## config.mk

```make
export PLATFORM = sky130hd
export DESIGN_NAME = nr_divider
export DESIGN_NICKNAME = d
export VERILOG_FILES = /design/src/rtl/nr_divider.sv
export SDC_FILE = /design/constraint.sdc
export NUM_CORES = 1
export LEC_CHECK = 0
export ABC_CLOCK_PERIOD_IN_PS = 5020
export BUFFER_PORTS_ARGS = -buffer_cell sky130_fd_sc_hd__buf_2
export CAP_MARGIN = 20
export CORE_MARGIN = 3
export CORE_UTILIZATION = 55
export CTS_CLUSTER_SIZE = 12
export DETAILED_ROUTE_END_ITERATION = 8
export GPL_TIMING_DRIVEN = 0
export PLACE_DENSITY = 0.76
export SLEW_MARGIN = 20
export SYNTH_ARGS = -nofsm -noshare
export SYNTH_HDL_FRONTEND = slang
export SYNTH_SLANG_ARGS = --single-unit
export TNS_END_PERCENT = 10
```

## constraint.sdc

```tcl
create_clock -name clock -period 5.02 [get_ports clock]
set_input_delay 0.251 -clock clock [delete_from_list [all_inputs] [get_ports clock]]
set_output_delay 0.251 -clock clock [all_outputs]
set_load 0.01 [all_outputs]
```

## src/rtl/nr_divider.sv

```systemverilog
// -----------------------------------------------------------------------------
// nr_divider
//   Iterative unsigned non-restoring divider. It produces one quotient bit per
//   clock over WIDTH RUN cycles, followed by one remainder-correction cycle.
//   The partial remainder P is kept signed on WIDTH+2 bits, so the add/sub
//   step can never overflow.
//
// Ports
//   clock        rising-edge clock
//   reset_n      asynchronous active-low reset
//   start        request; accepted only in IDLE or in the DONE cycle
//   dividend     unsigned dividend, sampled on the accepting edge
//   divisor      unsigned divisor, sampled on the accepting edge
//   busy         high while a division is in progress
//   done         one-cycle completion pulse
//   quotient     result quotient, held until the next completion
//   remainder    result remainder, held until the next completion
//   div_by_zero  set together with done when divisor was 0
// -----------------------------------------------------------------------------
module nr_divider #(
    parameter int WIDTH = 32,
    parameter int CNT_W = $clog2(WIDTH + 1)
) (
    input  logic             clock,
    input  logic             reset_n,
    input  logic             start,
    input  logic [WIDTH-1:0] dividend,
    input  logic [WIDTH-1:0] divisor,
    output logic             busy,
    output logic             done,
    output logic [WIDTH-1:0] quotient,
    output logic [WIDTH-1:0] remainder,
    output logic             div_by_zero
);

    localparam int PW = WIDTH + 2;

    typedef enum logic [1:0] {IDLE, RUN, CORR, DONE} state_t;

    state_t           state, state_nxt;
    logic [PW-1:0]    p, p_nxt;          // partial remainder, two's complement
    logic [PW-1:0]    d, d_nxt;          // zero-extended divisor
    logic [WIDTH-1:0] q, q_nxt;
    logic [CNT_W-1:0] cnt, cnt_nxt;
    logic             busy_nxt, done_nxt, dbz_nxt;
    logic [WIDTH-1:0] quot_nxt, rem_nxt;
    logic [PW-1:0]    shifted, step;

    // One non-restoring step: the sign of the old P selects add or subtract.
    always_comb begin
        shifted = {p[PW-2:0], q[WIDTH-1]};
        step    = p[PW-1] ? shifted + d : shifted - d;
    end

    always_comb begin
        state_nxt = state;
        p_nxt     = p;
        d_nxt     = d;
        q_nxt     = q;
        cnt_nxt   = cnt;
        busy_nxt  = busy;
        done_nxt  = 1'b0;
        dbz_nxt   = div_by_zero;
        quot_nxt  = quotient;
        rem_nxt   = remainder;

        case (state)
            IDLE, DONE: begin
                state_nxt = IDLE;
                if (start) begin
                    if (divisor == '0) begin
                        // Division by zero short-circuits straight to DONE.
                        state_nxt = DONE;
                        quot_nxt  = '1;
                        rem_nxt   = dividend;
                        dbz_nxt   = 1'b1;
                        done_nxt  = 1'b1;
                        busy_nxt  = 1'b0;
                    end else begin
                        state_nxt = RUN;
                        p_nxt     = '0;
                        q_nxt     = dividend;
                        d_nxt     = {2'b00, divisor};
                        cnt_nxt   = CNT_W'(WIDTH);
                        busy_nxt  = 1'b1;
                    end
                end
            end

            RUN: begin
                p_nxt   = step;
                q_nxt   = {q[WIDTH-2:0], ~step[PW-1]};
                cnt_nxt = cnt - CNT_W'(1);
                if (cnt == CNT_W'(1))
                    state_nxt = CORR;
            end

            CORR: begin
                // A negative final P is one divisor short; add it back.
                p_nxt     = p[PW-1] ? p + d : p;
                quot_nxt  = q;
                rem_nxt   = p_nxt[WIDTH-1:0];
                dbz_nxt   = 1'b0;
                done_nxt  = 1'b1;
                busy_nxt  = 1'b0;
                state_nxt = DONE;
            end

            default: state_nxt = IDLE;
        endcase
    end

    always_ff @(posedge clock or negedge reset_n) begin
        if (!reset_n) begin
            state       <= IDLE;
            p           <= '0;
            d           <= '0;
            q           <= '0;
            cnt         <= '0;
            busy        <= 1'b0;
            done        <= 1'b0;
            div_by_zero <= 1'b0;
            quotient    <= '0;
            remainder   <= '0;
        end else begin
            state       <= state_nxt;
            p           <= p_nxt;
            d           <= d_nxt;
            q           <= q_nxt;
            cnt         <= cnt_nxt;
            busy        <= busy_nxt;
            done        <= done_nxt;
            div_by_zero <= dbz_nxt;
            quotient    <= quot_nxt;
            remainder   <= rem_nxt;
        end
    end

endmodule

```

**After elaboration in Yosys (flattened, before gate mapping)**

Index checks and enable logic that the tools add are counted.

- Memories: 0
- Bits in latches: 0
- ROM bits: 0
- Memory bits (writable): 0
- Bits in registers: 173
- Bits of input ports: 67

- Div/mod/pow operators: 0
- Add/sub/neg operators: 4
- Equality and inequality tests: 9
- Bitwise gates (word level): 2
- Order comparisons: 0
- Shift-type cells: 0
- Reductions and logical operators: 11
- Multipliers: 0
- Mux-type cells: 30

Operator list:

| operator | number |
|---|---|
| two-way mux 32 bit | 6 |
| case mux 32 bit (2 select lines) | 3 |
| two-way mux 34 bit | 4 |
| case mux 34 bit (3 select lines) | 1 |
| adder 34 x 32 -> 34 bit | 2 |
| subtractor 34 x 32 -> 34 bit | 1 |
| logical NOT 32 bit | 1 |
| two-way mux 6 bit | 2 |
| case mux 6 bit (2 select lines) | 1 |
| AND reduction 3 bit | 4 |
| != test 2 bit (second input constant) | 5 |
| == test 6 x 1 -> 1 bit (second input constant) | 1 |
| two-way mux 1 bit | 6 |
| two-way mux 2 bit | 3 |
| case mux 1 bit (2 select lines) | 3 |
| case mux 2 bit (3 select lines) | 1 |
| subtractor 6 x 1 -> 6 bit (second input constant) | 1 |
| == test 2 bit (second input constant) | 2 |
| AND reduction 2 bit | 2 |
| nonzero test 2 bit | 2 |
| == test 2 x 1 -> 1 bit (second input constant) | 1 |
| logical NOT 2 bit | 1 |
| NOT 1 bit | 2 |
| OR reduction 2 bit | 1 |

**Longest topological paths before layout**

Gate-level depths: netlist (run 1).

- Word-level depth: 4
- Gate-level depth with buffers: 21

**Least setup slack after synthesis (run 1)**

Ideal clock, no wire load.

- Kind: flip-flop to flip-flop
- Start: reg d[8]
- End: reg p[30]
- Period minus slack after synthesis: 4.296 ns
- Buffers on the path: 1
- Data arrival time: 4.170 ns
- Data required time: 4.894 ns
- Cell stages (with the launch flop): 20
- Library setup time: 0.126 ns
- Slack: 0.724 ns
- Cell sequence: dfrtp_1 or4_4 nor3_4 nand2_1 nor2_1 nand2_1 or3_1 nor2_1 a21oi_1 xor2_1 ha_1 clkbuf_1 a21o_1 a21o_1 a211oi_1 o22ai_1 or3_1 a31oi_1 mux2i_1 a221o_1

- Word-level cells in the longest chain between the ends: 3

Ends and longest elaborated chain:

| element | line | RTL |
|---|---|---|
| from (decl) | 42 | `logic [PW-1:0] d, d_nxt;` |
| from (signal assigned) | 128 | `d <= d_nxt;` |
| adder 34 x 32 -> 34 bit (tied with other cells) | 100 | `p_nxt = p[PW-1] ? p + d : p;` |
| two-way mux 34 bit (on tied branches) | 100, 52 |  |
| case mux 34 bit (3 select lines) (*) | 67 | `case (state)` |
| to (signal assigned) | 127 | `p <= p_nxt;` |
| to (decl) | 41 | `logic [PW-1:0] p, p_nxt;` |

Mark *: on every way between the ends. The rest lies on a longest branch, timed or not. The select of a mux whose other input is x is not followed.
A chain may end at the register's enable or synchronous reset.

**Final worst setup path (run 1)**

- Start: reg d[8]
- End: reg p[33]

The elaborated chain is that of the path after synthesis.

==> impl_metrics.xml, run 1 <==
<?xml version="1.0" encoding="UTF-8"?>
<metrics>
  <group name="run_status">
    <metric name="run_status" unit="">finished, final reports clean</metric>
  </group>
  <group name="floorplanning">
    <metric name="dieArea" unit="um2">23500</metric>
    <metric name="die_width" unit="um">153</metric>
    <metric name="die_height" unit="um">153</metric>
    <metric name="num_io_pins" unit="">134</metric>
    <metric name="floorplan.initialDensity" unit="%">56.4</metric>
    <metric name="core" unit="um2">21200</metric>
    <metric name="row_count" unit="">53</metric>
  </group>
  <group name="timing">
    <metric name="fin_tns_setup" unit="ns">0</metric>
    <metric name="post_layout_worst_setup_margin" unit="ns">0.195</metric>
    <metric name="finalMaxSlewViolations" unit="">0</metric>
    <metric name="unrepaired_setup_endpoints_after_global_routing" unit="">false</metric>
    <metric name="finClkSkew" unit="ns">0.0110</metric>
    <metric name="max_clock_freq" unit="GHz">0.207</metric>
    <metric name="finalCriticalPeriod" unit="ns">4.82</metric>
    <metric name="maxSlewHeadroom" unit="%">28.0</metric>
    <metric name="final_hold_vio_count" unit="">0</metric>
    <metric name="report.final.setup_viol" unit="">0</metric>
    <metric name="worst-slew-pin-transition" unit="ns">1.07</metric>
    <metric name="final_min_period_over_clock_period" unit="%">96.1</metric>
  </group>
  <group name="synthesis">
    <metric name="post_synth_most_frequent_cells" unit="">sky130_fd_sc_hd__dfrtp_1 (173), sky130_fd_sc_hd__nor2_1 (131), sky130_fd_sc_hd__nand2_1 (122)</metric>
    <metric name="synth_enable_flop_cells" unit="">0</metric>
    <metric name="synthArstFlopShare" unit="%">100</metric>
    <metric name="yosys.area.top_type" unit="">sky130_fd_sc_hd__dfrtp_1</metric>
    <metric name="synthCells" unit="">1362</metric>
    <metric name="synth.cell_area" unit="um2">11900</metric>
    <metric name="postSynthAreaPerCell" unit="um2">8.76</metric>
    <metric name="postSynthRegisterBits" unit="">173</metric>
    <metric name="postSynthNetCount" unit="">1501</metric>
    <metric name="synth_most_common_cell" unit="">sky130_fd_sc_hd__dfrtp_1</metric>
    <metric name="synth_area_leaders" unit="">sky130_fd_sc_hd__dfrtp_1 (36%), sky130_fd_sc_hd__ha_1 (7.3%), sky130_fd_sc_hd__a21oi_1 (4.4%)</metric>
    <metric name="yosys_warnings" unit="">0</metric>
    <metric name="synth_cell_type_count" unit="">71</metric>
    <metric name="synth_flop_cell" unit="">sky130_fd_sc_hd__dfrtp_1</metric>
    <metric name="synth_largest_type_area_fraction" unit="%">36.3</metric>
    <metric name="sequential_cell_area_fraction_in_the_yosys_report" unit="%">36.3</metric>
  </group>
  <group name="setup_path">
    <metric name="crit_family" unit="">simple AND/OR/NAND/NOR gates</metric>
    <metric name="cpPeakStageDelay" unit="ns">0.58</metric>
    <metric name="timing.critical_path.slowest_stage_cell" unit="">sky130_fd_sc_hd__or4_4</metric>
    <metric name="critical_path.cell_chain" unit="">or4_4, nor3_4, nand2_1, nor2_1, nand2_1, or3_1, nor2_4, a21oi_1, xnor2_1, ha_1, clkbuf_1, a21oi_1, nor2_1, o21a_1, o21bai_1, a311o_1, a31o_2, a21oi_2, xnor2_1, a22o_1</metric>
    <metric name="worst_r2r_path_depth" unit="">20</metric>
    <metric name="critical_path.endpoint_type" unit="">flip-flop</metric>
    <metric name="crit_buf_inv" unit="">1</metric>
    <metric name="crit_path_start" unit="">d[8]</metric>
    <metric name="critical_path_fanout_max" unit="">8</metric>
    <metric name="r2r_slack" unit="ns">0.20</metric>
    <metric name="worstPathRequired" unit="ns">5.36</metric>
    <metric name="worst_setup_path_start_kind" unit="">flip-flop</metric>
    <metric name="timing.setup.critical_path_class" unit="">flip-flop to flip-flop</metric>
    <metric name="critPathArrivalTime" unit="ns">5.16</metric>
    <metric name="worstReg2RegEnd" unit="">p[33]</metric>
    <metric name="rr_startpoint" unit="">d[8]</metric>
  </group>
  <group name="power">
    <metric name="powerDensity" unit="nW/um2">812</metric>
    <metric name="internal_power" unit="W">0.00539</metric>
    <metric name="power.share.sequential" unit="%">24.1</metric>
    <metric name="vdd.ir_drop.worst" unit="uV">346</metric>
    <metric name="leakage" unit="nW">6.11</metric>
    <metric name="p_sw" unit="W">0.00566</metric>
    <metric name="comb_power_share" unit="%">63.7</metric>
    <metric name="clockPowerShare" unit="%">12.2</metric>
    <metric name="fin_total_pwr" unit="W">0.0110</metric>
    <metric name="netSwitchingFraction" unit="%">51.2</metric>
  </group>
  <group name="min_path">
    <metric name="worst_hold_path_type" unit="">input port to flip-flop</metric>
    <metric name="hold_path_depth" unit="">2</metric>
    <metric name="worst_hold_startpoint" unit="">divisor[30]</metric>
    <metric name="hold_path_end" unit="">d[30]</metric>
  </group>
  <group name="layout">
    <metric name="area_delta_synth_final" unit="%">14.1</metric>
    <metric name="drive_above_1_share" unit="%">14.9</metric>
    <metric name="postLayoutCoreUtil" unit="%">64.3</metric>
    <metric name="fillers" unit="">1835</metric>
    <metric name="num_antenna_cells" unit="">0</metric>
    <metric name="layout.nets" unit="">1655</metric>
  </group>
  <group name="global_routing">
    <metric name="track_usage" unit="%">31.4</metric>
    <metric name="antenna_found_initial" unit="">0</metric>
    <metric name="grt_first_pass_wirelength" unit="um">58800</metric>
    <metric name="vias_in_the_first_global_route" unit="">10900</metric>
    <metric name="grt_overflow" unit="">0</metric>
    <metric name="grt_start_max_net_pins" unit="">92</metric>
  </group>
  <group name="drt">
    <metric name="dr_total_vias" unit="">11400</metric>
    <metric name="detail_route.vias_per_cell" unit="">6.32</metric>
    <metric name="route.top_layer_used" unit="">met4</metric>
    <metric name="antenna_violating_nets_post_route" unit="">0</metric>
    <metric name="detailroute.wirelength.met3" unit="um">3600</metric>
    <metric name="detailedRoute.firstIterationViolations" unit="">1013</metric>
    <metric name="detail_route.wl_per_cell" unit="um">20.7</metric>
    <metric name="wl_met2" unit="um">17000</metric>
    <metric name="wirelength" unit="um">37400</metric>
    <metric name="route.layer.met1.wl" unit="um">15600</metric>
    <metric name="drt_pass1_iterations" unit="">6</metric>
    <metric name="drcViolationCount" unit="">0</metric>
  </group>
  <group name="flow_run">
    <metric name="drv_cap" unit="">0</metric>
  </group>
  <group name="cts">
    <metric name="cts.sink_count" unit="">173</metric>
    <metric name="tritoncts" unit="">built</metric>
    <metric name="cts_inserted_buffers" unit="">17</metric>
    <metric name="clk-insertion-delay-late" unit="ns">0.45</metric>
    <metric name="cts_max_path_buffers" unit="">2</metric>
    <metric name="path_clk_slew" unit="ns">0.08</metric>
    <metric name="clock_tree.root_cell" unit="">sky130_fd_sc_hd__clkbuf_16</metric>
    <metric name="htree_levels" unit="">4</metric>
  </group>
  <group name="place">
    <metric name="dpl.hpwl" unit="um">29100</metric>
    <metric name="finalWeightedCongestion" unit="">0.955</metric>
    <metric name="place.port_buffers" unit="">133</metric>
    <metric name="post-place-ws" unit="ns">-0.196</metric>
  </group>
</metrics>
## power by group through the flow
stage | clock [W] | combinational, W | sequential, W
5_1_grt | 0.00141 | 0.00773 | 0.00274
3_3_place_gp | 0 | 0.00668 | 0.00262
3_5_place_dp | 0 | 0.00687 | 0.00265
4_1_cts | 0.00135 | 0.00692 | 0.00263
6_report | 0.00135 | 0.00704 | 0.00267
2_1_floorplan | 0 | 0.00505 | 0.00252
## stage by stage
step / hold slack [ns] / instances / cell area, um2
global route: 0.0502 / 1804 / 13600
CTS: 0.0478 / 1804 / 13600
global placement: 0.462 / 1770 / 12900
detailed placement: 0.319 / 1771 / 13000
floorplan: -0.0446 / 1362 / 11900
finish: 0.0431 / 1804 / 13600
## per-layer routing
metal,track usage [%],up-vias
met1,42.0,5430
met2,50.9,604
met4,10.5,0
li1,-,5281
met3,6.82,84
met5,0,-
## registers in the layout (all words and copies together), names as in the netlist
| name | count |
|---|---|
| d | 32 |
| q | 32 |
| p | 34 |
| done | 1 |
| remainder | 32 |
| quotient | 32 |
| busy | 1 |
| cnt | 6 |
| state | 2 |
| div_by_zero | 1 |
## layout make-up
class                      instances  area, um2  share of cell area (%)
timing repair buffer             135        713                    5.24
tap                              275        344                    2.53
sequential                       173       4330                    31.8
clock buffer                      18        429                    3.15
clock inverter                    14        165                    1.21
buffer                            68        260                    1.91
multi-input combinational       1060       7140                    52.5
inverter                          61        229                    1.68
## cells in the final DEF, fill, tap and decap left out, types with 8 or more instances in the layout
cell type and count:
sky130_fd_sc_hd__mux2_2 36, sky130_fd_sc_hd__ha_1 70, sky130_fd_sc_hd__nor3_1 21, sky130_fd_sc_hd__clkbuf_1 61, sky130_fd_sc_hd__nand4_1 14, sky130_fd_sc_hd__nand2_1 122, sky130_fd_sc_hd__xor2_1 41, sky130_fd_sc_hd__and3_1 8
sky130_fd_sc_hd__dfrtp_1 173, sky130_fd_sc_hd__or3_1 9, sky130_fd_sc_hd__nor2_1 130, sky130_fd_sc_hd__nand3_1 20, sky130_fd_sc_hd__o21a_1 14, sky130_fd_sc_hd__o21bai_1 11, sky130_fd_sc_hd__clkbuf_16 17, sky130_fd_sc_hd__a22oi_1 33
sky130_fd_sc_hd__o21ai_0 104, sky130_fd_sc_hd__mux2i_1 41, sky130_fd_sc_hd__a21o_1 35, sky130_fd_sc_hd__nor4_1 13, sky130_fd_sc_hd__a31oi_1 53, sky130_fd_sc_hd__xnor2_1 46, sky130_fd_sc_hd__o211ai_1 8, sky130_fd_sc_hd__inv_1 59
sky130_fd_sc_hd__buf_2 134, sky130_fd_sc_hd__a21oi_1 104, sky130_fd_sc_hd__a211oi_1 8
## what timing repair did
item,in CTS,in global routing
hold buffers,1,0
endpoints found under the setup margin,10,10
endpoints found under the hold margin,90,0
buffers inserted,0,0
gates resized for setup,2,6
## cells by family after synthesis
| kind of cell | share of synthesized area, % |
|---|---|
| compound gates | 24.0 |
| simple gates | 14.8 |
| flops | 36.3 |
| buf+inv | 4.07 |
| xor+xnor | 6.39 |
| mux | 6.84 |
| fa+ha+maj | 7.68 |
## worst max path at each step
stage	endpoint	depth (start not counted)
global route	p[30]	19
detailed placement	p[33]	15
global placement	p[33]	15
finish	p[33]	20
CTS	p[30]	19
floorplan	p[30]	19
Note: power is estimated with default switching activity, not from simulation.
==> inputs of run 2 (changes only) <==
ABC_AREA = 1   (was default)
PLACE_DENSITY = 0.75   (was 0.76)
==> impl_metrics.xml, run 2 <==
<?xml version="1.0" encoding="UTF-8"?>
<metrics>
  <group name="run_status">
    <metric name="run_status" unit="">finished, final reports clean</metric>
  </group>
  <group name="power">
    <metric name="netSwitchingFraction" unit="%">55.8</metric>
    <metric name="internal_power" unit="W">0.00472</metric>
    <metric name="powerDensity" unit="nW/um2">701</metric>
    <metric name="vdd.ir_drop.worst" unit="uV">327</metric>
    <metric name="clockPowerShare" unit="%">12.6</metric>
    <metric name="leakage" unit="nW">8.41</metric>
    <metric name="comb_power_share" unit="%">64.4</metric>
    <metric name="p_sw" unit="W">0.00596</metric>
    <metric name="power.share.sequential" unit="%">23.0</metric>
  </group>
  <group name="global_routing">
    <metric name="grt.met2_usage" unit="%">58.3</metric>
    <metric name="grt_overflow" unit="">0</metric>
    <metric name="grt_start_max_net_pins" unit="">95</metric>
    <metric name="antenna_found_initial" unit="">1</metric>
    <metric name="vias_in_the_first_global_route" unit="">13900</metric>
    <metric name="grt_first_pass_wirelength" unit="um">77700</metric>
    <metric name="groute.layer.met1.usage" unit="%">54.5</metric>
    <metric name="groute.layer.met3.usage" unit="%">7.27</metric>
    <metric name="global_route.peak_usage_layer" unit="">met2</metric>
    <metric name="track_usage" unit="%">38.5</metric>
  </group>
  <group name="layout">
    <metric name="commonest_non_fill_non_tap_cells_in_the_layout" unit="">sky130_fd_sc_hd__nand2_1 (756), sky130_fd_sc_hd__inv_1 (272), sky130_fd_sc_hd__nor2_1 (193)</metric>
    <metric name="area_delta_synth_final" unit="%">12.4</metric>
    <metric name="post-route-cell-area" unit="um2">15200</metric>
    <metric name="postLayoutCoreUtil" unit="%">63.9</metric>
    <metric name="drive_above_1_share" unit="%">9.21</metric>
    <metric name="most_common_cell_after_layout_fill_and_taps_aside" unit="">sky130_fd_sc_hd__nand2_1</metric>
    <metric name="layout.nets" unit="">2429</metric>
    <metric name="largest_reg_flops" unit="">34</metric>
    <metric name="fillers" unit="">2263</metric>
    <metric name="regMostFlops" unit="">p</metric>
  </group>
  <group name="synthesis">
    <metric name="postSynthAreaPerCell" unit="um2">6.34</metric>
    <metric name="postSynthRegisterBits" unit="">173</metric>
    <metric name="post_synth_mux_area_share" unit="%">0</metric>
    <metric name="synth_flop_cell" unit="">sky130_fd_sc_hd__dfrtp_1</metric>
    <metric name="synth_cell_type_count" unit="">45</metric>
    <metric name="postSynthNetCount" unit="">2275</metric>
    <metric name="synth_enable_flop_cells" unit="">0</metric>
    <metric name="combinational_family_with_the_most_area_after_synthesis" unit="">simple AND/OR/NAND/NOR gates</metric>
    <metric name="yosys_warnings" unit="">0</metric>
    <metric name="synth_compound_gate_area_share" unit="%">12.2</metric>
    <metric name="yosys.area.top_type" unit="">sky130_fd_sc_hd__dfrtp_1</metric>
    <metric name="synth_area_leaders" unit="">sky130_fd_sc_hd__dfrtp_1 (32%), sky130_fd_sc_hd__nand2_1 (21%), sky130_fd_sc_hd__inv_1 (7.5%)</metric>
    <metric name="synth_most_common_cell" unit="">sky130_fd_sc_hd__nand2_1</metric>
    <metric name="synth.cell_area" unit="um2">13500</metric>
    <metric name="post_synth_most_frequent_cells" unit="">sky130_fd_sc_hd__nand2_1 (756), sky130_fd_sc_hd__inv_1 (272), sky130_fd_sc_hd__nor2_1 (193)</metric>
    <metric name="synth-simple-area-share" unit="%">36.4</metric>
    <metric name="post_synth_xor_area_fraction" unit="%">2.59</metric>
    <metric name="post_synth_fa_ha_maj_area_fraction" unit="%">6.76</metric>
    <metric name="synth_largest_type_area_fraction" unit="%">32.0</metric>
    <metric name="synthCells" unit="">2136</metric>
    <metric name="synthArstFlopShare" unit="%">100</metric>
    <metric name="sequential_cell_area_fraction_in_the_yosys_report" unit="%">32.0</metric>
  </group>
  <group name="setup_path">
    <metric name="worstPathRequired" unit="ns">5.40</metric>
    <metric name="critical_path_fanout_max" unit="">10</metric>
    <metric name="timing.setup.critical_path_class" unit="">flip-flop to flip-flop</metric>
    <metric name="critical_path.endpoint_type" unit="">flip-flop</metric>
    <metric name="critPathArrivalTime" unit="ns">4.42</metric>
    <metric name="worst_r2r_path_depth" unit="">18</metric>
    <metric name="worst_setup_path_start_kind" unit="">flip-flop</metric>
  </group>
  <group name="timing">
    <metric name="worst-slew-pin-transition" unit="ns">0.950</metric>
    <metric name="report.final.setup_viol" unit="">0</metric>
    <metric name="unrepaired_setup_endpoints_after_global_routing" unit="">false</metric>
    <metric name="finalMaxSlewViolations" unit="">0</metric>
    <metric name="finClkSkew" unit="ns">0.0212</metric>
    <metric name="post_layout_worst_setup_margin" unit="ns">0.981</metric>
    <metric name="final_min_period_over_clock_period" unit="%">80.5</metric>
    <metric name="finalCriticalPeriod" unit="ns">4.04</metric>
    <metric name="fin_tns_setup" unit="ns">0</metric>
    <metric name="maxSlewHeadroom" unit="%">36.7</metric>
    <metric name="max_clock_freq" unit="GHz">0.248</metric>
    <metric name="final_hold_vio_count" unit="">0</metric>
  </group>
  <group name="place">
    <metric name="dpl.hpwl" unit="um">41400</metric>
    <metric name="post-place-ws" unit="ns">1.22</metric>
    <metric name="place.port_buffers" unit="">133</metric>
    <metric name="placement.cell_area" unit="um2">14700</metric>
    <metric name="finalWeightedCongestion" unit="">1.06</metric>
  </group>
  <group name="floorplanning">
    <metric name="dieArea" unit="um2">26600</metric>
    <metric name="core" unit="um2">23800</metric>
    <metric name="die_width" unit="um">163</metric>
    <metric name="die_height" unit="um">163</metric>
    <metric name="floorplan.initialDensity" unit="%">56.9</metric>
    <metric name="row_count" unit="">56</metric>
    <metric name="num_io_pins" unit="">134</metric>
  </group>
  <group name="cts">
    <metric name="path_clk_slew" unit="ns">0.09</metric>
    <metric name="clock_tree.root_cell" unit="">sky130_fd_sc_hd__clkbuf_16</metric>
    <metric name="clk-insertion-delay-late" unit="ns">0.46</metric>
    <metric name="cts_inserted_buffers" unit="">17</metric>
    <metric name="tritoncts" unit="">built</metric>
    <metric name="htree_levels" unit="">4</metric>
    <metric name="cts_max_path_buffers" unit="">2</metric>
    <metric name="ctsResizeCount" unit="">0</metric>
    <metric name="cts.sink_count" unit="">173</metric>
  </group>
  <group name="drt">
    <metric name="detailedRoute.firstIterationViolations" unit="">2210</metric>
    <metric name="drcViolationCount" unit="">0</metric>
    <metric name="dr_total_vias" unit="">15200</metric>
    <metric name="antenna_violating_nets_post_route" unit="">0</metric>
    <metric name="drt_pass1_iterations" unit="">8</metric>
    <metric name="detail_route.vias_per_cell" unit="">5.79</metric>
    <metric name="detail_route.wl_per_cell" unit="um">19.7</metric>
    <metric name="wirelength" unit="um">51600</metric>
  </group>
  <group name="min_path">
    <metric name="worst_hold_path_type" unit="">input port to flip-flop</metric>
    <metric name="hold_path_depth" unit="">3</metric>
  </group>
  <group name="flow_run">
    <metric name="drv_cap" unit="">0</metric>
  </group>
</metrics>
## run 2: stage by stage
| step | hold slack [ns] | std cells | power [W] |
|---|---|---|---|
| 6_report | 0.000280 | 2622 | 0.0107 |
| 3_5_place_dp | 0.342 | 2589 | 0.00909 |
| 5_1_grt | 0.0173 | 2621 | 0.0115 |
| 4_1_cts | 0.00117 | 2621 | 0.0105 |
| 2_1_floorplan | -0.0446 | 2136 | 0.00693 |
| 3_3_place_gp | 0.464 | 2588 | 0.00893 |
## run 2: routing by layer
metal	share of wire, %	up-vias
li1	-	7135
met1	42	6975
met2	43	898
met3	11	166
met4	4.2	0
met5	0	-
## run 2: what timing repair did
action / CTS / global route
endpoints found under the hold margin: 93 / 0
hold buffers: 1 / 0
endpoints found under the setup margin: 0 / 0
buffers inserted: 0 / 0
## run 2: worst paths after layout
| check | startpoint | end | slack [ns] |
|---|---|---|---|
| max | p[33] | p[33] | 0.98 |
| min in group asynchronous | reset_n | d[11] | 0.41 |
| min | divisor[11] | d[11] | 0.0003 |
| max reg2reg | p[33] | p[33] | 0.98 |
| min reg2reg | q[26] | q[26] | 0.51 |
| max in group asynchronous | reset_n | cnt[0] | 3.67 |
## run 2: cell type report
cell class                      count  area (um2)  share of cell area [%]
Multi-Input combinational cell   1621        7850                    51.5
Sequential cell                   173        4330                    28.4
Inverter                          275        1030                    6.78
Timing Repair Buffer              135         713                    4.68
Clock buffer                       17         425                    2.79
Tap cell                          319         399                    2.62
Buffer                             67         340                    2.23
Clock inverter                     14         146                   0.961
Antenna cell                        1        2.50                  0.0164
## run 2: kinds of logic (layout without fill, tap and decap cells)
logic type / Yosys count / count (layout)
simple gates: 1201 / 1201
buf+inv: 342 / 508
compound gates: 308 / 308
flops: 173 / 173
fa+ha+maj: 72 / 72
xor+xnor: 40 / 40
other cells: 0 / 1
## run 2: power groups by stage
stage	Combinational (W)	Sequential, W	Clock (W)
floorplan	0.00453	0.00240	0
global placement	0.00649	0.00244	0
detailed placement	0.00663	0.00246	0
CTS	0.00668	0.00244	0.00134
global route	0.00757	0.00251	0.00140
finish	0.00688	0.00246	0.00135
## run 2: worst max-delay path: stages, from the launching register on
cell	delay, ns
sky130_fd_sc_hd__dfrtp_1	0.42
sky130_fd_sc_hd__inv_1	0.12
sky130_fd_sc_hd__clkbuf_1	0.49
sky130_fd_sc_hd__buf_1	0.54
sky130_fd_sc_hd__nand2_1	0.14
sky130_fd_sc_hd__xor2_1	0.18
sky130_fd_sc_hd__ha_1	0.36
sky130_fd_sc_hd__nand2_1	0.13
sky130_fd_sc_hd__nor2_1	0.34
sky130_fd_sc_hd__nand2_1	0.09
sky130_fd_sc_hd__inv_1	0.09
sky130_fd_sc_hd__nand4_1	0.09
sky130_fd_sc_hd__nand3_1	0.27
sky130_fd_sc_hd__nand2_1	0.12
sky130_fd_sc_hd__nand3_1	0.11
sky130_fd_sc_hd__nand3_1	0.19
sky130_fd_sc_hd__nand2_1	0.17
sky130_fd_sc_hd__nand2_1	0.06
sky130_fd_sc_hd__nand2_1	0.06
==> inputs of run 3 (changes only) <==
ABC_CLOCK_PERIOD_IN_PS = 3500   (was 5020)
PLACE_DENSITY = 0.78   (was 0.75)
clock period = 3.5 ns   (was 5.02 ns; I/O delays follow)
==> impl_metrics.xml, run 3 (synthesized netlist as in run 2, its figures left out) <==
<?xml version="1.0" encoding="UTF-8"?>
<metrics>
  <group name="run_status">
    <metric name="run_status" unit="">finished, final reports clean</metric>
  </group>
  <group name="drt">
    <metric name="drcViolationCount" unit="">0</metric>
    <metric name="drt_pass1_iterations" unit="">8</metric>
    <metric name="wirelength" unit="um">52300</metric>
    <metric name="detail_route.wl_per_cell" unit="um">19.6</metric>
    <metric name="dr_total_vias" unit="">15400</metric>
    <metric name="antenna_violating_nets_post_route" unit="">0</metric>
    <metric name="detailedRoute.firstIterationViolations" unit="">2001</metric>
    <metric name="detail_route.vias_per_cell" unit="">5.80</metric>
  </group>
  <group name="floorplanning">
    <metric name="num_io_pins" unit="">134</metric>
    <metric name="core" unit="um2">23800</metric>
    <metric name="floorplan.initialDensity" unit="%">56.9</metric>
    <metric name="die_width" unit="um">163</metric>
    <metric name="dieArea" unit="um2">26600</metric>
    <metric name="die_height" unit="um">163</metric>
    <metric name="row_count" unit="">56</metric>
  </group>
  <group name="setup_path">
    <metric name="timing.setup.critical_path_class" unit="">flip-flop to flip-flop</metric>
    <metric name="critical_path.endpoint_type" unit="">flip-flop</metric>
    <metric name="worstReg2RegEnd" unit="">p[33]</metric>
    <metric name="critPathArrivalTime" unit="ns">3.83</metric>
    <metric name="r2r_slack" unit="ns">0.05</metric>
    <metric name="rr_startpoint" unit="">d[1]</metric>
    <metric name="critical_path_fanout_max" unit="">5</metric>
    <metric name="worst_r2r_path_depth" unit="">22</metric>
    <metric name="worstPathRequired" unit="ns">3.88</metric>
    <metric name="worst_setup_path_start_kind" unit="">flip-flop</metric>
  </group>
  <group name="layout">
    <metric name="num_antenna_cells" unit="">0</metric>
    <metric name="area_delta_synth_final" unit="%">19.0</metric>
    <metric name="post-route-cell-area" unit="um2">16100</metric>
    <metric name="fillers" unit="">2197</metric>
    <metric name="drive_above_1_share" unit="%">13.6</metric>
    <metric name="regMostFlops" unit="">p</metric>
    <metric name="most_common_cell_after_layout_fill_and_taps_aside" unit="">sky130_fd_sc_hd__nand2_1</metric>
    <metric name="commonest_non_fill_non_tap_cells_in_the_layout" unit="">sky130_fd_sc_hd__nand2_1 (740), sky130_fd_sc_hd__inv_1 (266), sky130_fd_sc_hd__nand3_1 (180)</metric>
    <metric name="largest_reg_flops" unit="">34</metric>
    <metric name="postLayoutCoreUtil" unit="%">67.7</metric>
    <metric name="layout.nets" unit="">2469</metric>
  </group>
  <group name="global_routing">
    <metric name="track_usage" unit="%">38.5</metric>
    <metric name="grt_start_max_net_pins" unit="">100</metric>
    <metric name="grt_first_pass_wirelength" unit="um">78200</metric>
    <metric name="vias_in_the_first_global_route" unit="">14000</metric>
    <metric name="antenna_found_initial" unit="">1</metric>
    <metric name="grt_overflow" unit="">0</metric>
  </group>
  <group name="min_path">
    <metric name="worst_hold_path_type" unit="">input port to flip-flop</metric>
    <metric name="hold_path_end" unit="">remainder[26]</metric>
    <metric name="hold_path_depth" unit="">3</metric>
    <metric name="worst_hold_startpoint" unit="">dividend[26]</metric>
  </group>
  <group name="power">
    <metric name="p_sw" unit="W">0.00899</metric>
    <metric name="comb_power_share" unit="%">65.9</metric>
    <metric name="leakage" unit="nW">8.70</metric>
    <metric name="internal_power" unit="W">0.00714</metric>
    <metric name="power.share.sequential" unit="%">22.1</metric>
    <metric name="powerDensity" unit="nW/um2">1000</metric>
    <metric name="vdd.ir_drop.worst" unit="uV">496</metric>
    <metric name="netSwitchingFraction" unit="%">55.7</metric>
    <metric name="clockPowerShare" unit="%">12.0</metric>
  </group>
  <group name="cts">
    <metric name="clock_tree.root_cell" unit="">sky130_fd_sc_hd__clkbuf_16</metric>
    <metric name="cts_max_path_buffers" unit="">2</metric>
    <metric name="htree_levels" unit="">4</metric>
    <metric name="cts_inserted_buffers" unit="">17</metric>
    <metric name="clk-insertion-delay-late" unit="ns">0.45</metric>
    <metric name="cts.sink_count" unit="">173</metric>
    <metric name="tritoncts" unit="">built</metric>
    <metric name="path_clk_slew" unit="ns">0.08</metric>
  </group>
  <group name="timing">
    <metric name="worst-slew-pin-transition" unit="ns">0.882</metric>
    <metric name="maxSlewHeadroom" unit="%">41.2</metric>
    <metric name="unrepaired_setup_endpoints_after_global_routing" unit="">true</metric>
    <metric name="final_min_period_over_clock_period" unit="%">98.7</metric>
    <metric name="report.final.setup_viol" unit="">0</metric>
    <metric name="finalMaxSlewViolations" unit="">0</metric>
    <metric name="finClkSkew" unit="ns">0.0153</metric>
    <metric name="final_hold_vio_count" unit="">0</metric>
    <metric name="finalCriticalPeriod" unit="ns">3.45</metric>
    <metric name="max_clock_freq" unit="GHz">0.290</metric>
  </group>
  <group name="place">
    <metric name="placement.cell_area" unit="um2">14700</metric>
    <metric name="place.port_buffers" unit="">133</metric>
    <metric name="dpl.hpwl" unit="um">40500</metric>
    <metric name="finalWeightedCongestion" unit="">1.04</metric>
  </group>
  <group name="flow_run">
    <metric name="drv_cap" unit="">0</metric>
  </group>
</metrics>
-- run 3: worst max-delay path, stage by stage (launching register included) --
cell and delay [ns]:
sky130_fd_sc_hd__dfrtp_2 0.45, sky130_fd_sc_hd__inv_2 0.09, sky130_fd_sc_hd__ha_4 0.16, sky130_fd_sc_hd__nand2_4 0.06, sky130_fd_sc_hd__nor3_4 0.18, sky130_fd_sc_hd__inv_2 0.08, sky130_fd_sc_hd__nor2_4 0.16, sky130_fd_sc_hd__nand3_4 0.15
sky130_fd_sc_hd__nor2_4 0.25, sky130_fd_sc_hd__a21oi_2 0.08, sky130_fd_sc_hd__xor2_1 0.17, sky130_fd_sc_hd__ha_1 0.38, sky130_fd_sc_hd__inv_2 0.09, sky130_fd_sc_hd__o21bai_2 0.11, sky130_fd_sc_hd__a21boi_4 0.16, sky130_fd_sc_hd__nand2_1 0.12
sky130_fd_sc_hd__a21oi_2 0.17, sky130_fd_sc_hd__nand2_1 0.07, sky130_fd_sc_hd__nand2_1 0.07, sky130_fd_sc_hd__nand3_2 0.14, sky130_fd_sc_hd__nand2_2 0.13, sky130_fd_sc_hd__nand2_1 0.05, sky130_fd_sc_hd__nand2_1 0.05
-- run 3: worst max-delay path by stage --
| stage | startpoint | cells after the start | endpoint |
|---|---|---|---|
| 6_report | d[1] | 22 | p[33] |
| 3_5_place_dp | p[33] | 19 | p[33] |
| 5_1_grt | d[3] | 20 | p[31] |
| 3_3_place_gp | reset_n | 1 | q[23] |
| 4_1_cts | d[0] | 23 | q[0] |
| 2_1_floorplan | d[1] | 21 | p[33] |
-- run 3: layout make-up --
class | count | area, um2 | share of cell area [%]
buffer | 66 | 344 | 2.13
clock buffer | 17 | 425 | 2.64
clock inverter | 14 | 154 | 0.954
inverter | 275 | 1040 | 6.44
multi-input combinational | 1621 | 8330 | 51.7
sequential | 173 | 4330 | 26.9
tap | 319 | 399 | 2.48
timing repair buffer | 176 | 1100 | 6.80
-- run 3: stage by stage --
stage               std cells  TNS (ns)  setup WS, ns  total power, W  hold WS, ns
finish                   2661         0        0.0458          0.0161      0.00949
global route             2661    -0.987       -0.0959          0.0173       0.0153
CTS                      2652  -0.00552      -0.00552          0.0150      0.00130
detailed placement       2589     -1.58        -0.247          0.0130        0.194
global placement         2588    -88.11        -0.525          0.0128        0.382
floorplan                2136         0         0.591         0.00994       -0.121
-- run 3: routing by layer --
metal	part of all wire (%)	up-vias	global-route usage (%)
met5	0.025	-	0
met4	4.2	2	16.0
met3	10	148	7.12
met2	44	902	58.8
met1	42	7180	53.8
li1	-	7215	-
-- run 3: timing repair --
action                                  4_1_cts  5_1_grt
pin swaps                                     4       35
buffers inserted                              2        9
hold buffers                                 31        0
hold endpoints to repair                    104        0
endpoints found under the setup margin       19       23
resized for setup                            14      124
-- run 3: power by group through the flow --
stage	sequential, W	combinational (W)	clock, W
CTS	0.00349	0.00959	0.00193
floorplan	0.00344	0.00650	0
global placement	0.00351	0.00926	0
global route	0.00363	0.0117	0.00200
finish	0.00356	0.0106	0.00194
detailed placement	0.00352	0.00945	0
